### config.mk
export PLATFORM = sky130hd
export DESIGN_NAME = median_seq
export DESIGN_NICKNAME = d
export VERILOG_FILES = /design/src/rtl/median_pkg.sv /design/src/rtl/median_seq_mce.sv /design/src/rtl/median_seq.sv
export SDC_FILE = /design/constraint.sdc
export NUM_CORES = 1
export LEC_CHECK = 0
export ABC_AREA = 1
export BUFFER_PORTS_ARGS = -buffer_cell sky130_fd_sc_hd__clkbuf_2
export CAP_MARGIN = 15
export CORE_MARGIN = 2
export CORE_UTILIZATION = 35
export DETAILED_ROUTE_END_ITERATION = 10
export GPL_ROUTABILITY_DRIVEN = 0
export PLACE_DENSITY_LB_ADDON = 0.12
export SLEW_MARGIN = 30
export SYNTH_ARGS = -nofsm -noshare
export SYNTH_HDL_FRONTEND = slang
export SYNTH_SLANG_ARGS = --single-unit
export TNS_END_PERCENT = 100
### constraint.sdc
create_clock -name CLK -period 4.4 [get_ports CLK]
set_input_delay 0.88 -clock CLK [delete_from_list [all_inputs] [get_ports CLK]]
set_output_delay 0.88 -clock CLK [all_outputs]
set_load 0.01 [all_outputs]
### src/rtl/median_pkg.sv
// median_pkg: shared types and sizing for the sequential 3x3 median engine
//   state_t : LOAD, COMP, DROP, OUT
//   pix_t   : 8-bit pixel
//   NPIX/NCMP/NPASS : pixels per frame, compares per pass, passes per frame
package median_pkg;
    typedef logic [7:0] pix_t;
    typedef enum logic [1:0] {LOAD, COMP, DROP, OUT} state_t;
    localparam logic [3:0] NPIX  = 4'd9;
    localparam logic [3:0] NCMP  = 4'd8;
    localparam logic [2:0] NPASS = 3'd5;
endpackage

### src/rtl/median_seq_mce.sv
// MCE: compare-exchange unit, routes the larger byte to MAX and the smaller to MIN
//   A, B     : operands
//   MAX, MIN : ordered results (ties give equal values on both)
module MCE
    import median_pkg::*;
(
    input  pix_t A,
    input  pix_t B,
    output pix_t MAX,
    output pix_t MIN
);
    assign MAX = (A > B) ? A : B;
    assign MIN = (A > B) ? B : A;
endmodule

### src/rtl/median_seq.sv
// median_seq: collects nine strobed pixels and extracts their median with one shared MCE
//   CLK  : clock, rising edge
//   nRST : synchronous active-low reset
//   DI   : pixel input, taken when DSI=1 in LOAD
//   DSI  : input strobe
//   DO   : median (register R8), valid while DSO=1
//   DSO  : one-cycle output strobe per frame
module median_seq
    import median_pkg::*;
(
    input  logic       CLK,
    input  logic       nRST,
    input  logic [7:0] DI,
    input  logic       DSI,
    output logic [7:0] DO,
    output logic       DSO
);
    state_t     r_state;
    pix_t       r_px [9];
    logic [3:0] r_npix;
    logic [2:0] r_ncmp;
    logic [2:0] r_npass;
    logic       r_dso;
    pix_t       w_max;
    pix_t       w_min;

    MCE u_mce (.A(r_px[8]), .B(r_px[7]), .MAX(w_max), .MIN(w_min));

    assign DO  = r_px[8];
    assign DSO = r_dso;

    always_ff @(posedge CLK) begin
        if (!nRST) begin
            r_state <= LOAD;
            r_npix  <= '0;
            r_ncmp  <= '0;
            r_npass <= '0;
            r_dso   <= 1'b0;
            r_px    <= '{default: '0};
        end else begin
            r_dso <= 1'b0;
            case (r_state)
                LOAD: if (DSI) begin
                    r_px[0] <= DI;
                    for (int i = 1; i < 9; i++) r_px[i] <= r_px[i-1];
                    r_npix <= r_npix + 4'd1;
                    if (r_npix == NPIX - 4'd1) begin
                        r_state <= COMP;
                        r_npix  <= '0;
                        r_ncmp  <= '0;
                        r_npass <= '0;
                    end
                end
                // R8 keeps the running max while R0..R7 rotate past it once
                COMP: begin
                    r_px[8] <= w_max;
                    r_px[0] <= w_min;
                    for (int i = 1; i < 8; i++) r_px[i] <= r_px[i-1];
                    r_ncmp <= r_ncmp + 3'd1;
                    if ({1'b0, r_ncmp} == NCMP - 4'd1) begin
                        r_ncmp <= '0;
                        if (r_npass == NPASS - 3'd1) begin
                            r_state <= OUT;
                            r_dso   <= 1'b1;
                        end else begin
                            r_state <= DROP;
                        end
                    end
                end
                // zero never wins a later compare, so it safely discards the max
                DROP: begin
                    r_px[8] <= '0;
                    r_npass <= r_npass + 3'd1;
                    r_state <= COMP;
                end
                OUT: begin
                    r_state <= LOAD;
                    r_npix  <= '0;
                end
                default: r_state <= LOAD;
            endcase
        end
    end
endmodule

==> flow_metrics.py <==
metrics = {
    "floorplanning": {
        "die-width_um": 108,
        "rows": 38,
        "initial_utilization_pct": 35.6,
        "pin_count": 20,
        "die_height_um": 108,
        "fp.coreArea_mm2": 0.0107,
        "design.die.area_mm2": 0.0117,
    },
    "sta": {
        "worstMarginPinSlew_ns": 0.926,
        "finalHoldViolations": 0,
        "final.setup_skew_ns": 0.00626,
        "whs_ns": 0.460,
        "timing.slew.headroom_pct": 38.1,
        "setup_violations": 0,
        "post-route-worst-setup-slack_ns": 2.10,
        "slew_viol_final": 0,
        "fin_crit_sh_pct": 52.2,
        "rsz0062_at_grt": "no",
        "setup_total_negative_slack_ns": 0,
        "layout_min_cycle_time_ns": 2.30,
        "max_freq_ghz": 0.435,
    },
    "final_layout": {
        "fraction_of_layout_cells_with_a_size_suffix_above_1_pct": 14.5,
        "layout_commonest_cell": "sky130_fd_sc_hd__nand2_1",
        "nNetsFinal": 511,
        "fin_cells": 631,
        "register_area_mm2": 0.00170,
        "layout.cells.most_common_list": "sky130_fd_sc_hd__nand2_1, sky130_fd_sc_hd__dfxtp_1, sky130_fd_sc_hd__a21oi_1, sky130_fd_sc_hd__inv_1, sky130_fd_sc_hd__nand3_1",
        "antenna_cells": 0,
        "multi_input_area_mm2": 0.00172,
        "num-fill-cells": 1148,
        "syn2layout_area_growth_pct": 6.61,
    },
    "detailed_routing": {
        "met2_length_mm": 3.48,
        "drc_errors_left": 0,
        "met3WireLength_um": 290,
        "vias": 2990,
        "vias_per_cell": 4.74,
        "route.antenna.remaining_nets": 0,
        "met1_length_mm": 4.02,
        "wl_per_cell_um": 12.5,
        "wl_mm": 7.90,
        "highest_metal_layer_with_signal_wires": "met4",
        "drt_iter0_drc": 188,
        "firstDrtPassIters": 4,
    },
    "yosys": {
        "mappedNetlistNets": 511,
        "synthArstFlopShare_pct": 0,
        "ys_warn_count": 0,
        "synthFlopType": "sky130_fd_sc_hd__dfxtp_1",
        "synthesis.area_mm2": 0.00380,
        "syn-mean-instance-area_um2": 7.83,
        "synth_enable_flop_cells": 0,
        "synthesis.instances": 486,
        "synth.ff_latch_count": 85,
        "synth_cell_type_count": 33,
        "synth.yosys.seq_area_share_pct": 44.7,
    },
    "power": {
        "max-vdd-ir-drop_uv": 212,
        "total_leakage_power_uw": 0.00155,
        "p_total_uw": 1620,
        "cellPowerDensity_mw_per_mm2": 400,
    },
    "clock_tree": {
        "htreeDepth": 3,
        "cts_root_buf": "sky130_fd_sc_hd__clkbuf_8",
        "tritoncts_num_sinks": 85,
        "cts_hold_buffers": 0,
        "tritoncts": "yes",
        "clockBufferDepth": 2,
        "cts_made_buffers": 9,
        "cts_resized": 0,
        "clock_latency_ns": 0.35,
        "clock_transition_at_the_registers_of_the_reported_paths_ns": 0.09,
        "post_cts.repair.setup_buffers": 0,
    },
    "setup_path": {
        "reg2reg_from": "r_state[0]",
        "critical_path_class": "primary input to flip-flop",
        "cp.required_ns": 4.65,
        "rrSetupSlack_ns": 2.28,
        "crit_fanout": 74,
        "regToRegEndpoint": "DO[0]",
        "start_kind": "primary input",
        "critical_path.endpoint_type": "flip-flop",
        "rr_worst_depth": 8,
        "data_arrival_critical_path_ns": 2.54,
    },
    "global_route": {
        "antenna_found_initial": 0,
        "grt_first_pass_wirelength_mm": 13.4,
        "largest_net_degree_at_the_start_of_global_routing": 75,
        "groute.usage.overall_pct": 14.6,
        "first_global_vias": 2762,
        "grt-ovfl-total": 0,
    },
    "placed_design": {
        "post-place-ws_ns": 1.71,
        "dp.final_hpwl_mm": 5.18,
        "placed_cells": 615,
        "io_buffer_count": 19,
    },
    "worst_hold_path": {
        "min_to": "r_px[56]",
        "hold_path.startpoint": "r_px[64]",
        "hold-path-cell-count": 2,
        "hold_class": "flip-flop to flip-flop",
    },
    "flow_run": {
        "drv.max_cap_violation_count": 0,
    },
    "status": {
        "run_status": "finished clean",
    },
}
state kept, by name, summed over array words and instances (netlist names):
signal / count
DO: 8
DSO: 1
r_ncmp: 3
r_npass: 3
r_npix: 4
r_px: 64
r_state: 2
worst max-delay path by stage:
stage          cells past startpoint  start     to
2_1_floorplan                      6    DSI  DO[0]
4_1_cts                            9    DSI  DO[0]
3_5_place_dp                       9    DSI  DO[0]
6_report                           9    DSI  DO[0]
5_1_grt                           10    DSI  DO[0]
3_3_place_gp                       9    DSI  DO[0]
power breakdown:
part	total (uW)	switching, uW	internal, uW	leakage [uW]
Clock	552	287	265	0.000100
Sequential	810	16.0	794	0.000691
Combinational	261	175	85.4	0.000757
Total	1620	478	1140	0.00155
logic make-up (layout without fill, tap and decap cells):
family | Yosys count | after routing | synth area share, %
compound gates | 108 | 108 | 14.8
fa+ha+maj | 14 | 14 | 4.61
buf+inv | 69 | 74 | 9.97
simple gates | 207 | 207 | 25.2
flops | 85 | 85 | 44.7
xor+xnor | 3 | 3 | 0.691
stage by stage:
step	util [%]	area, um^2
after floorplan	-	3800
after global placement	36.1	3860
after detailed placement	36.1	3860
after CTS	37.9	4060
after global routing	37.9	4060
final	37.9	4060
critical path, stage by stage:
cell,delay (ns)
sky130_fd_sc_hd__clkbuf_2,0.08
sky130_fd_sc_hd__inv_1,0.09
sky130_fd_sc_hd__nand2_2,0.09
sky130_fd_sc_hd__nand2_4,0.56
sky130_fd_sc_hd__inv_6,0.33
sky130_fd_sc_hd__nand2_8,0.22
sky130_fd_sc_hd__nand2_8,0.08
sky130_fd_sc_hd__nor2_1,0.14
sky130_fd_sc_hd__nor2_2,0.05
synth_stat cells, types with 3 or more instances:
| master | count | area (um^2) |
|---|---|---|
| sky130_fd_sc_hd__nand2_1 | 132 | 495 |
| sky130_fd_sc_hd__dfxtp_1 | 85 | 1700 |
| sky130_fd_sc_hd__a21oi_1 | 81 | 405 |
| sky130_fd_sc_hd__inv_1 | 32 | 120 |
| sky130_fd_sc_hd__nand3_1 | 24 | 120 |
| sky130_fd_sc_hd__nor2_1 | 20 | 75.1 |
| sky130_fd_sc_hd__o21ai_0 | 19 | 95.1 |
| sky130_fd_sc_hd__nor2_2 | 16 | 100 |
| sky130_fd_sc_hd__buf_4 | 15 | 113 |
| sky130_fd_sc_hd__ha_1 | 14 | 175 |
| sky130_fd_sc_hd__clkbuf_1 | 7 | 26.3 |
| sky130_fd_sc_hd__buf_6 | 6 | 67.6 |
| sky130_fd_sc_hd__nand2_2 | 4 | 25.0 |
| sky130_fd_sc_hd__a22oi_1 | 3 | 22.5 |
| sky130_fd_sc_hd__inv_2 | 3 | 11.3 |
| sky130_fd_sc_hd__nand2_8 | 3 | 60.1 |
final cells by class:
cell class / count / share of cell area [%]
clock buffers: 9 / 3.05
clock inverters: 7 / 1.82
inverters: 38 / 3.83
multi-input cells: 332 / 42.5
flip-flops and latches: 85 / 42.0
well taps: 140 / 4.32
repair buffers: 20 / 2.53
routing by layer:
metal / global-route usage, % / vias up
met3: 4.22 / 13
met1: 19.8 / 1361
met5: 0 / -
li1: - / 1566
met4: 4.58 / 0
met2: 22.3 / 50
Note: power is estimated with default switching activity, not from simulation.
